$ cat config.mk
export PLATFORM = sky130hd
export DESIGN_NAME = sysid_regs_flat
export DESIGN_NICKNAME = d
export VERILOG_FILES = /design/src/rtl/sysid_regs_if.sv /design/src/rtl/sysid_regs.sv /design/src/flat_wrapper.sv
export SDC_FILE = /design/constraint.sdc
export NUM_CORES = 1
export LEC_CHECK = 0
export CORE_MARGIN = 2
export CORE_UTILIZATION = 42
export CTS_CLUSTER_SIZE = 30
export DETAILED_ROUTE_END_ITERATION = 16
export PLACE_DENSITY_LB_ADDON = 0.08
export SETUP_SLACK_MARGIN = 0.5
export SKIP_CTS_REPAIR_TIMING = 1
export SLEW_MARGIN = 20
export SYNTH_ARGS = -nofsm -noshare
export SYNTH_HDL_FRONTEND = slang
export SYNTH_SLANG_ARGS = --single-unit
$ cat constraint.sdc
create_clock -name clock -period 0.8 [get_ports clock]
set_input_delay 0.16 -clock clock [delete_from_list [all_inputs] [get_ports clock]]
set_output_delay 0.16 -clock clock [all_outputs]
set_load 0.05 [all_outputs]
$ cat src/rtl/sysid_regs_if.sv
// sysid_regs_if: Avalon-MM slave bus bundle for the system-identification
// register block. The master modport drives commands and samples responses;
// the slave modport is the register block's view.
interface sysid_regs_if;
  logic [2:0]  address;
  logic        read;
  logic        write;
  logic [31:0] writedata;
  logic [3:0]  byteenable;
  logic [31:0] readdata;
  logic        readdatavalid;

  modport master (
    output address, read, write, writedata, byteenable,
    input  readdata, readdatavalid
  );

  modport slave (
    input  address, read, write, writedata, byteenable,
    output readdata, readdatavalid
  );
endinterface

$ cat src/rtl/sysid_regs.sv
// sysid_regs: Avalon-MM system-identification slave. Reports build identity
// (ID, timestamp, version, capability word), holds a byte-lane writable
// scratch register and, when built with SYSID_UPTIME_EN, a free-running
// uptime counter read coherently via a low-word read that snapshots the
// upper bits into a shadow. Fixed one-cycle read latency, no waitrequest.
// Optional feature macro: SYSID_UPTIME_EN (uptime counter + HI shadow).
module sysid_regs #(
  parameter logic [31:0] SYSTEM_ID = 32'h0000_0000,
  parameter logic [31:0] TIMESTAMP = 32'd1457125450,
  parameter logic [31:0] VERSION   = 32'h0001_0000,
  parameter int          UPTIME_W  = 64
) (
  input  logic         clock,
  input  logic         reset_n,
  sysid_regs_if.slave  bus
);

  // Elaboration-time guard on the counter width.
  if ((UPTIME_W < 33) || (UPTIME_W > 64)) begin : g_bad_uptime_w
    $error("sysid_regs: UPTIME_W must be in 33..64");
  end

  localparam logic [2:0] ADDR_ID      = 3'd0;
  localparam logic [2:0] ADDR_TSTAMP  = 3'd1;
  localparam logic [2:0] ADDR_VERSION = 3'd2;
  localparam logic [2:0] ADDR_SCRATCH = 3'd3;
  localparam logic [2:0] ADDR_UP_LO   = 3'd4;
  localparam logic [2:0] ADDR_UP_HI   = 3'd5;
  localparam logic [2:0] ADDR_CAPS    = 3'd6;

  // A read always wins over a concurrent write; the write is then dropped.
  logic w_rd_en;
  logic w_wr_en;
  assign w_rd_en = bus.read;
  assign w_wr_en = bus.write & ~bus.read;

  logic [31:0] r_scratch;
  logic [31:0] r_readdata;
  logic        r_readdatavalid;

  logic [31:0] w_uptime_lo;
  logic [31:0] w_uptime_hi_ext;
  logic        w_uptime_present;
  logic [31:0] w_caps;
  logic [31:0] w_rdata;

`ifdef SYSID_UPTIME_EN
  localparam int HI_W = UPTIME_W - 32;
  localparam logic [UPTIME_W-1:0] UPTIME_ONE = UPTIME_W'(1);

  logic [UPTIME_W-1:0] r_uptime;
  logic [HI_W-1:0]     r_hi_shadow;
  logic [UPTIME_W-1:0] w_uptime_next;

  // Next counter value: a write to LO or HI replaces this cycle's increment.
  always_comb begin
    // NOTE: every combinational output gets a default first so no path
    // leaves it unassigned, which would infer a latch.
    w_uptime_next = r_uptime + UPTIME_ONE;
    if (w_wr_en && (bus.address == ADDR_UP_LO)) begin
      w_uptime_next = {{HI_W{1'b0}}, bus.writedata};
    end else if (w_wr_en && (bus.address == ADDR_UP_HI)) begin
      w_uptime_next = {bus.writedata[HI_W-1:0], r_uptime[31:0]};
    end
  end

  // Counter register and the HI shadow captured on every LO read.
  always_ff @(posedge clock or negedge reset_n) begin
    if (!reset_n) begin
      r_uptime    <= '0;
      r_hi_shadow <= '0;
    end else begin
      r_uptime <= w_uptime_next;
      if (w_rd_en && (bus.address == ADDR_UP_LO)) begin
        r_hi_shadow <= r_uptime[UPTIME_W-1:32];
      end
    end
  end

  // Zero-extend the shadow to a full bus word.
  always_comb begin
    w_uptime_hi_ext             = '0;
    w_uptime_hi_ext[HI_W-1:0]   = r_hi_shadow;
  end

  assign w_uptime_lo      = r_uptime[31:0];
  assign w_uptime_present = 1'b1;
`else
  assign w_uptime_lo      = '0;
  assign w_uptime_hi_ext  = '0;
  assign w_uptime_present = 1'b0;
`endif

  assign w_caps = {16'd0, 8'd7, 7'd0, w_uptime_present};

  // Scratch register: each byte lane updates only when its enable is set.
  always_ff @(posedge clock or negedge reset_n) begin
    if (!reset_n) begin
      r_scratch <= '0;
    end else if (w_wr_en && (bus.address == ADDR_SCRATCH)) begin
      for (int i = 0; i < 4; i++) begin
        if (bus.byteenable[i]) begin
          // NOTE: state is updated with non-blocking assignments so every
          // flop samples pre-edge values regardless of statement order.
          r_scratch[i*8 +: 8] <= bus.writedata[i*8 +: 8];
        end
      end
    end
  end

  // Read-data multiplexer over the register map.
  always_comb begin
    w_rdata = '0;
    unique case (bus.address)
      ADDR_ID:      w_rdata = SYSTEM_ID;
      ADDR_TSTAMP:  w_rdata = TIMESTAMP;
      ADDR_VERSION: w_rdata = VERSION;
      ADDR_SCRATCH: w_rdata = r_scratch;
      ADDR_UP_LO:   w_rdata = w_uptime_lo;
      ADDR_UP_HI:   w_rdata = w_uptime_hi_ext;
      ADDR_CAPS:    w_rdata = w_caps;
      default:      w_rdata = '0;
    endcase
  end

  // Registered read response: data holds between reads, valid is a pulse.
  always_ff @(posedge clock or negedge reset_n) begin
    if (!reset_n) begin
      r_readdata      <= '0;
      r_readdatavalid <= 1'b0;
    end else begin
      r_readdatavalid <= w_rd_en;
      if (w_rd_en) begin
        r_readdata <= w_rdata;
      end
    end
  end

  assign bus.readdata      = r_readdata;
  assign bus.readdatavalid = r_readdatavalid;

endmodule

$ cat src/flat_wrapper.sv
// flat-port wrapper written by rule: the top's interface ports become plain ports
module sysid_regs_flat 
#(
  parameter logic [31:0] SYSTEM_ID = 32'h0000_0000,
  parameter logic [31:0] TIMESTAMP = 32'd1457125450,
  parameter logic [31:0] VERSION   = 32'h0001_0000,
  parameter int          UPTIME_W  = 64
)
  (clock, reset_n, bus_address, bus_read, bus_write, bus_writedata, bus_byteenable, bus_readdata, bus_readdatavalid);
  sysid_regs_if bus_i ();
  input  logic clock;
  input  logic reset_n;
  input wire logic [$bits(bus_i.address)-1:0] bus_address;
  input wire logic [$bits(bus_i.read)-1:0] bus_read;
  input wire logic [$bits(bus_i.write)-1:0] bus_write;
  input wire logic [$bits(bus_i.writedata)-1:0] bus_writedata;
  input wire logic [$bits(bus_i.byteenable)-1:0] bus_byteenable;
  output wire logic [$bits(bus_i.readdata)-1:0] bus_readdata;
  output wire logic [$bits(bus_i.readdatavalid)-1:0] bus_readdatavalid;
  assign bus_i.address = bus_address;
  assign bus_i.read = bus_read;
  assign bus_i.write = bus_write;
  assign bus_i.writedata = bus_writedata;
  assign bus_i.byteenable = bus_byteenable;
  assign bus_readdata = bus_i.readdata;
  assign bus_readdatavalid = bus_i.readdatavalid;
  sysid_regs #(.SYSTEM_ID(SYSTEM_ID), .TIMESTAMP(TIMESTAMP), .VERSION(VERSION), .UPTIME_W(UPTIME_W)) u_core (.clock(clock), .reset_n(reset_n), .bus(bus_i));
endmodule
# [Word-level counts from Yosys, hierarchy flattened]
# Index checks and enable logic that the tools add are counted.
[totals] regBits=65 input_bits=43 output_inout_bits=33 wordCells=18
[op_classes] n_eq_ne=4 muxes=1 bitwise=2 n_reduce_logical=5
[ops] operator="one-hot mux 32 bit (4 select lines)" n=1
[ops] operator="AND reduction 2 bit" n=4
[ops] operator="== test 3 x 2 -> 1 bit (second input constant)" n=2
[ops] operator="== test 3 x 1 -> 1 bit (second input constant)" n=1
[ops] operator="== test 3 bit (second input constant)" n=1
[ops] operator="bitwise AND 1 bit" n=1
[ops] operator="logical AND 1 bit" n=1
[ops] operator="inverter 1 bit" n=1

# [Logic depth before layout (Yosys ltp)]
# Gate-level depths: netlist of run 1.
[logic_depth] word_depth=4 depth_mapped=5 mapped_depth_nobuf=3

# [Worst setup path after synthesis of run 1]
# OpenSTA, ideal clock, no wires.
[synth_timing] path_kind="in2reg" start="input port bus_address[2]" end="register u_core.r_scratch[10]" setup_time_ps=125 t_arrival_ps=1192 t_required_ps=675 path_slack_ps=-517 cell_stages=3 path_buffers=1 path_cell_list="buf_2 -> nor4_4 -> mux2_2"
[synth_via] elab_chain_len=3
[synth_lines] item="start: declaration" line="flat_wrapper.sv:13" rtl="input wire logic [$bits(bus_i.address)-1:0] bus_address;"
[synth_lines] item="== test 3 x 2 -> 1 bit" line="sysid_regs.sv:100" rtl="end else if (w_wr_en && (bus.address == ADDR_SCRATCH)) begin"
[synth_lines] item="logical AND 1 bit" line="sysid_regs.sv:100"
[synth_lines] item="AND reduction 2 bit (no source line)"
[synth_lines] item="end signal: indexed assignment" line="sysid_regs.sv:105" rtl="r_scratch[i*8 +: 8] <= bus.writedata[i*8 +: 8];"
[synth_lines] item="end: declaration" line="sysid_regs.sv:37" rtl="logic [31:0] r_scratch;"
# Every way passes these cells.
# A chain may end at the register's enable or synchronous reset.

# [Worst setup path in the final report of run 1]
[layout_timing] start="register u_core.r_readdata[18], in the netlist u_core.bus.readdata[18]" end="output port bus_readdata[18]"
[layout_rtl] item="start: declaration" line="sysid_regs.sv:38" rtl="logic [31:0] r_readdata;"
[layout_rtl] item="start signal: assignment" line="sysid_regs.sv:134" rtl="r_readdata <= w_rdata;"
[layout_rtl] item="end: declaration" line="flat_wrapper.sv:18" rtl="output wire logic [$bits(bus_i.readdata)-1:0] bus_readdata;"
# No word-level cell between the ends.

==> results of run 1 <==
[logic make-up after synthesis]
logic type      after synthesis  synth area share (%)
flops                        65                  63.0
mux                          32                  14.0
buf+inv                      11                  1.89
compound gates               35                  11.4
simple gates                 33                  9.65
[flip-flops by register name, indices dropped and copies added (netlist names)]
signal,cells
u_core.bus.readdata,32
u_core.r_scratch,32
u_core.bus.readdatavalid,1
[Yosys cell counts]
cell and count:
nor2_1 3, nand2b_1 1, mux2_1 2, a21oi_1 3, o2bb2ai_1 19, mux2_2 30
clkbuf_1 5, nand2_4 1, nor4_4 4, a22o_1 12, inv_1 2, nor2b_1 18
buf_4 1, buf_2 3, o32ai_1 1, dfrtp_1 65, nand2_1 6
[per-layer routing]
layer,GRT usage [%],vias to the layer above,routed length (um)
li1,-,867,-
met1,25.1,918,2850
met2,30.6,49,3290
met3,7.07,9,350
met4,6.50,0,80
met5,0,-,0
[final cells by class]
type | instances | area (um^2)
flip-flops and latches | 65 | 1670
multi-input cells | 101 | 1180
fillers | 354 | 1330
clock buffers | 11 | 141
clock inverters | 5 | 103
repair buffers | 109 | 1400
inverters | 2 | 10.0
well taps | 75 | 93.8
[final timing paths]
check | startpoint | endpoint | slack (ns) | depth (start not counted)
max in group asynchronous | reset_n | u_core.bus.readdata[19] | 0.67 | 2
min in group clock | bus_read | u_core.bus.readdata[16] | 0.13 | 3
setup reg to reg | u_core.bus.readdata[5] | u_core.bus.readdata[5] | -0.06 | 2
setup / recovery | u_core.bus.readdata[18] | bus_readdata[18] | -0.28 | 1
hold / removal | reset_n | u_core.r_scratch[12] | -0.19 | 2
hold reg to reg | u_core.r_scratch[24] | u_core.bus.readdata[24] | 0.50 | 1
[power breakdown]
group | internal, mW | total [mW] | switching [mW]
clock | 2.15 | 3.37 | 1.22
combinational | 1.21 | 2.07 | 0.856
sequential | 3.72 | 4.03 | 0.311
[through the flow]
step / hold WS, ns / setup WS, ns / setup TNS, ns
after global placement: 0.200 / -1.02 / -58.88
after CTS: -0.174 / -0.694 / -46.09
after floorplan: -0.136 / -0.460 / -16.93
after detailed placement: 0.202 / -1.06 / -59.78
after global routing: -0.152 / -0.323 / -16.59
final: -0.189 / -0.285 / -14.72
==> run metrics, run 1 <==
H-tree level count 3; slack of the critical path -0.285 ns; n_diodes 0; Largest stage delay, worst path 0.43 ns; area delta synth->final 78.1%; non-filler cells, final 368; Final Hold Violating Endpoints 65; crit-path max FO 2; number of global-route vias before repair 1,887; commonest non-fill, non-tap cell in the layout buf_12; Post-DP Area 3950 um^2; I/O Buffers 75; clock skew 0.00434 ns; Hold Crit Class in2async; DP HPWL 4130 um; Routability Congestion 0.756; WP buf/inv 1; initial antenna violation count 0; sequential element share of the synthesized area 63.0%; Initial Util 43.6%; Slew HR 76.9%; DR WL/cell 17.9 um; drt first pass iters 4; Synth top area share 63.0%; Rows 28; Syn. warnings 0; RSZ-0062 raised after global routing yes; largest net degree at the start of global routing 66; # IOs 76; endpoints failing setup 77; Placed Instances 336; Die W 82.4 um; commonest non-fill, non-tap cells in the layout buf_12 (35), dfrtp_2 (33), mux2_4 (32), clkdlybuf4s50_1 (32), dfrtp_1 (32); CP startpoint kind register; ranking of synthesized cells by area dfrtp_1 (63%), mux2_2 (13%), o2bb2ai_1 (6.5%); full die area 6790 um^2; Distinct cells, synth 17; synthesized area per cell 14.7 um^2; DR DRC count 0; pwr dens 2060 nW/um^2; cell taking the most area after synthesis dfrtp_1; Yosys reg bits 65; worst slew pin tran 0.346 ns; crit path cell chain buf_12; Clock Latency Late Sink 0.34 ns; DRT Wirelength 6570 um; Root Buffer clkbuf_8; synthesized area 2580 um^2; Worst path slowest cell dfrtp_2; leakage 2.02 nW; WHS -0.189 ns; CTS buffer count 9; Tot Pwr 9.46 mW; drt first-iter violations 74; WP data arrival 0.92 ns; worst IR drop on VDD 0.00182 V; Critical Path RT 0.64 ns; design area 4600 um^2; Synth Instances 176; global-route wire length before repair 9500 um; CP delay by family, top flip-flops; gr ovfl total 0; gr usage total 19.5%; clock sinks 65; CTS Buffer Depth 2; failing checks hold timing, setup timing; maximum clock frequency 922 MHz; Final Util 77.6%; status finished, violations left; Final nets 331; Antenna Nets Post-Route 0; Crit. End Element output port; net count of the mapped netlist 219; DR vias/cell 5.01; clock-pin transition on the worst setup and hold timing paths 0.07 ns; core area 5920 um^2; ratio of cells with drive above 1 in the final layout 63.5%; TritonCTS clock tree done; Final Max Tran Viols 0; Die Ht 82.4 um; ratio of final minimum period to clock period 136%; max-cap violations 0; post-route minimum period 1.08 ns; Crit Path Class reg2out; total number of vias 1,843
(Power assumes the default switching activity.)
==> run 2: changes to the inputs <==
Settings changed: CORE_MARGIN 2 to not set, CORE_UTILIZATION 42 to 44, CTS_BUF_LIST set to sky130_fd_sc_hd__clkbuf_4 sky130_fd_sc_hd__clkbuf_8.
==> run 2 against run 1 <==
The run still ends with hold timing, setup timing left. Non-clock buffer count is 6 higher. Worst setup slack worse by 0.011 ns. Sequential cell count stayed put. Utilization is 5.5 points higher. Clock skew is 0.0016 ns higher. First-iteration DRC count is 6.8% higher. Count of clock-buffer cells in the layout stayed put. Die area is 9.0% lower. Sequential power hardly changed. Critical path depth is 5 higher.
==> run metrics, run 2 (synthesized netlist as in run 1, its figures left out) <==
RSZ-0062 raised after global routing yes; leakage 2.04 nW; WP data arrival 1.31 ns; Switch Pwr 2.45 mW; Hold Crit Class in2async; filler instances 286; initial antenna violation count 0; Root Buffer clkbuf_8; Clock Latency Late Sink 0.33 ns; Final nets 337; full die area 6170 um^2; Net Sw Frac 27.4%; DR vias/cell 5.26; endpoints failing setup 89; TritonCTS clock tree done; post-route minimum period 1.10 ns; Critical R2R Launch u_core.bus.readdata[7]; commonest non-fill, non-tap cells in the layout buf_12 (36), dfrtp_2 (33), mux2_4 (32), clkdlybuf4s50_1 (32), dfrtp_1 (32); Rows 27; failing checks hold timing, setup timing; CTS buffer count 9; n_diodes 0; Power Internal 6.50 mW; Reg2Reg Setup Slack -0.11 ns; drt first pass iters 4; aggregate negative setup slack -18.72 ns; gr usage total 21.9%; H-tree level count 3; largest net degree at the start of global routing 43; pwr dens 1930 nW/um^2; Critical Path RT 1.01 ns; Multi-input gate area 1200 um^2; Critical R2R Capture u_core.bus.readdata[7]; ratio of final minimum period to clock period 137%; WHS -0.199 ns; status finished, violations left; max-cap violations 0; CTS Buffer Depth 2; crit-path max FO 8; Initial Util 46.3%; Final Max Tran Viols 0; Reg2Reg Depth 2; slack of the critical path -0.296 ns; Slew HR 80.1%; Routability Congestion 0.763; clock skew 0.00595 ns; Logic pwr share 23.7%; worst setup path end u_core.r_scratch[25]; Die Ht 78.6 um; drt first-iter violations 79; CP startpoint kind primary input; worst slew pin tran 0.297 ns; register area 1670 um^2; worst IR drop on VDD 0.00120 V; dpl ws -1.11 ns; commonest non-fill, non-tap cell in the layout buf_12; area delta synth->final 79.7%; # IOs 76; DR WL/cell 19.2 um; core area 5570 um^2; Setup crit start bus_address[2]; clock-pin transition on the worst setup and hold timing paths 0.07 ns; global-route wire length before repair 10,000 um; gr ovfl total 0; maximum clock frequency 913 MHz; Die W 78.6 um; Crit. End Element register; Crit Path Class in2reg; total number of vias 1,952; Clk pwr share 31.2%; Final Util 83.2%; number of global-route vias before repair 1,960; DP HPWL 4180 um; Antenna Nets Post-Route 0; clock sinks 65; I/O Buffers 75; DRT Wirelength 7120 um; ratio of cells with drive above 1 in the final layout 64.5%; Sequential Power Share 45.1%; DR DRC count 0; Final Hold Violating Endpoints 65
## run 2: changes by cell type in the layout (fill, tap and decap cells not counted), moves of 2 or more
cell	change
clkbuf_4	+3
buf_4	+2
buf_6	+3
o2bb2ai_2	+3
nor2b_2	-5
nor2b_1	+5
o2bb2ai_1	-3
bufinv_16	-2
clkbuf_2	-2
## run 2: how the worst min path moves through the flow
| stage | start | end |
|---|---|---|
| global route | reset_n | u_core.bus.readdata[13] |
| finish | reset_n | u_core.bus.readdata[13] |
| floorplan | reset_n | u_core.bus.readdata[0] |
| detailed placement | reset_n | u_core.bus.readdata[12] |
| global placement | reset_n | u_core.bus.readdata[12] |
| CTS | reset_n | u_core.r_scratch[5] |
## run 2: per-layer routing
metal	up-vias	routed length, um	track usage, %	part of all wire, %
met3	11	265	5.12	3.7
met4	0	120	10.0	1.7
met2	55	3530	35.4	50
li1	878	-	-	-
met1	1008	3200	27.9	45
met5	-	0	0	0
## run 2: power groups by stage
stage / clock, mW / sequential (mW) / combinational (mW)
3_5_place_dp: 0 / 4.05 / 1.71
4_1_cts: 2.82 / 4.00 / 1.72
3_3_place_gp: 0 / 4.04 / 1.67
2_1_floorplan: 0 / 4.27 / 0.576
5_1_grt: 2.99 / 4.08 / 2.23
6_report: 2.79 / 4.03 / 2.12
## run 2: metrics by stage
step | hold slack, ns | total power [mW] | cells | instance area, um^2
5_1_grt | -0.185 | 9.30 | 371 | 4640
6_report | -0.199 | 8.94 | 371 | 4640
3_3_place_gp | 0.164 | 5.71 | 334 | 3940
2_1_floorplan | -0.136 | 4.85 | 176 | 2700
4_1_cts | -0.197 | 8.54 | 350 | 4140
3_5_place_dp | 0.164 | 5.76 | 334 | 3940
## run 2: cell type report
class / instances / share of cell area [%]
clock buffer: 11 / 3.13
clock inverter: 5 / 1.19
inverter: 2 / 0.162
multi-input combinational: 101 / 25.8
sequential: 65 / 36.0
tap: 72 / 1.94
timing repair buffer: 115 / 31.8
## run 2: worst max-delay path: stages
cell and delay [ns]:
buf_6 0.09, buf_6 0.13, buf_12 0.13, nor4_4 0.27, buf_6 0.21, mux2_4 0.31
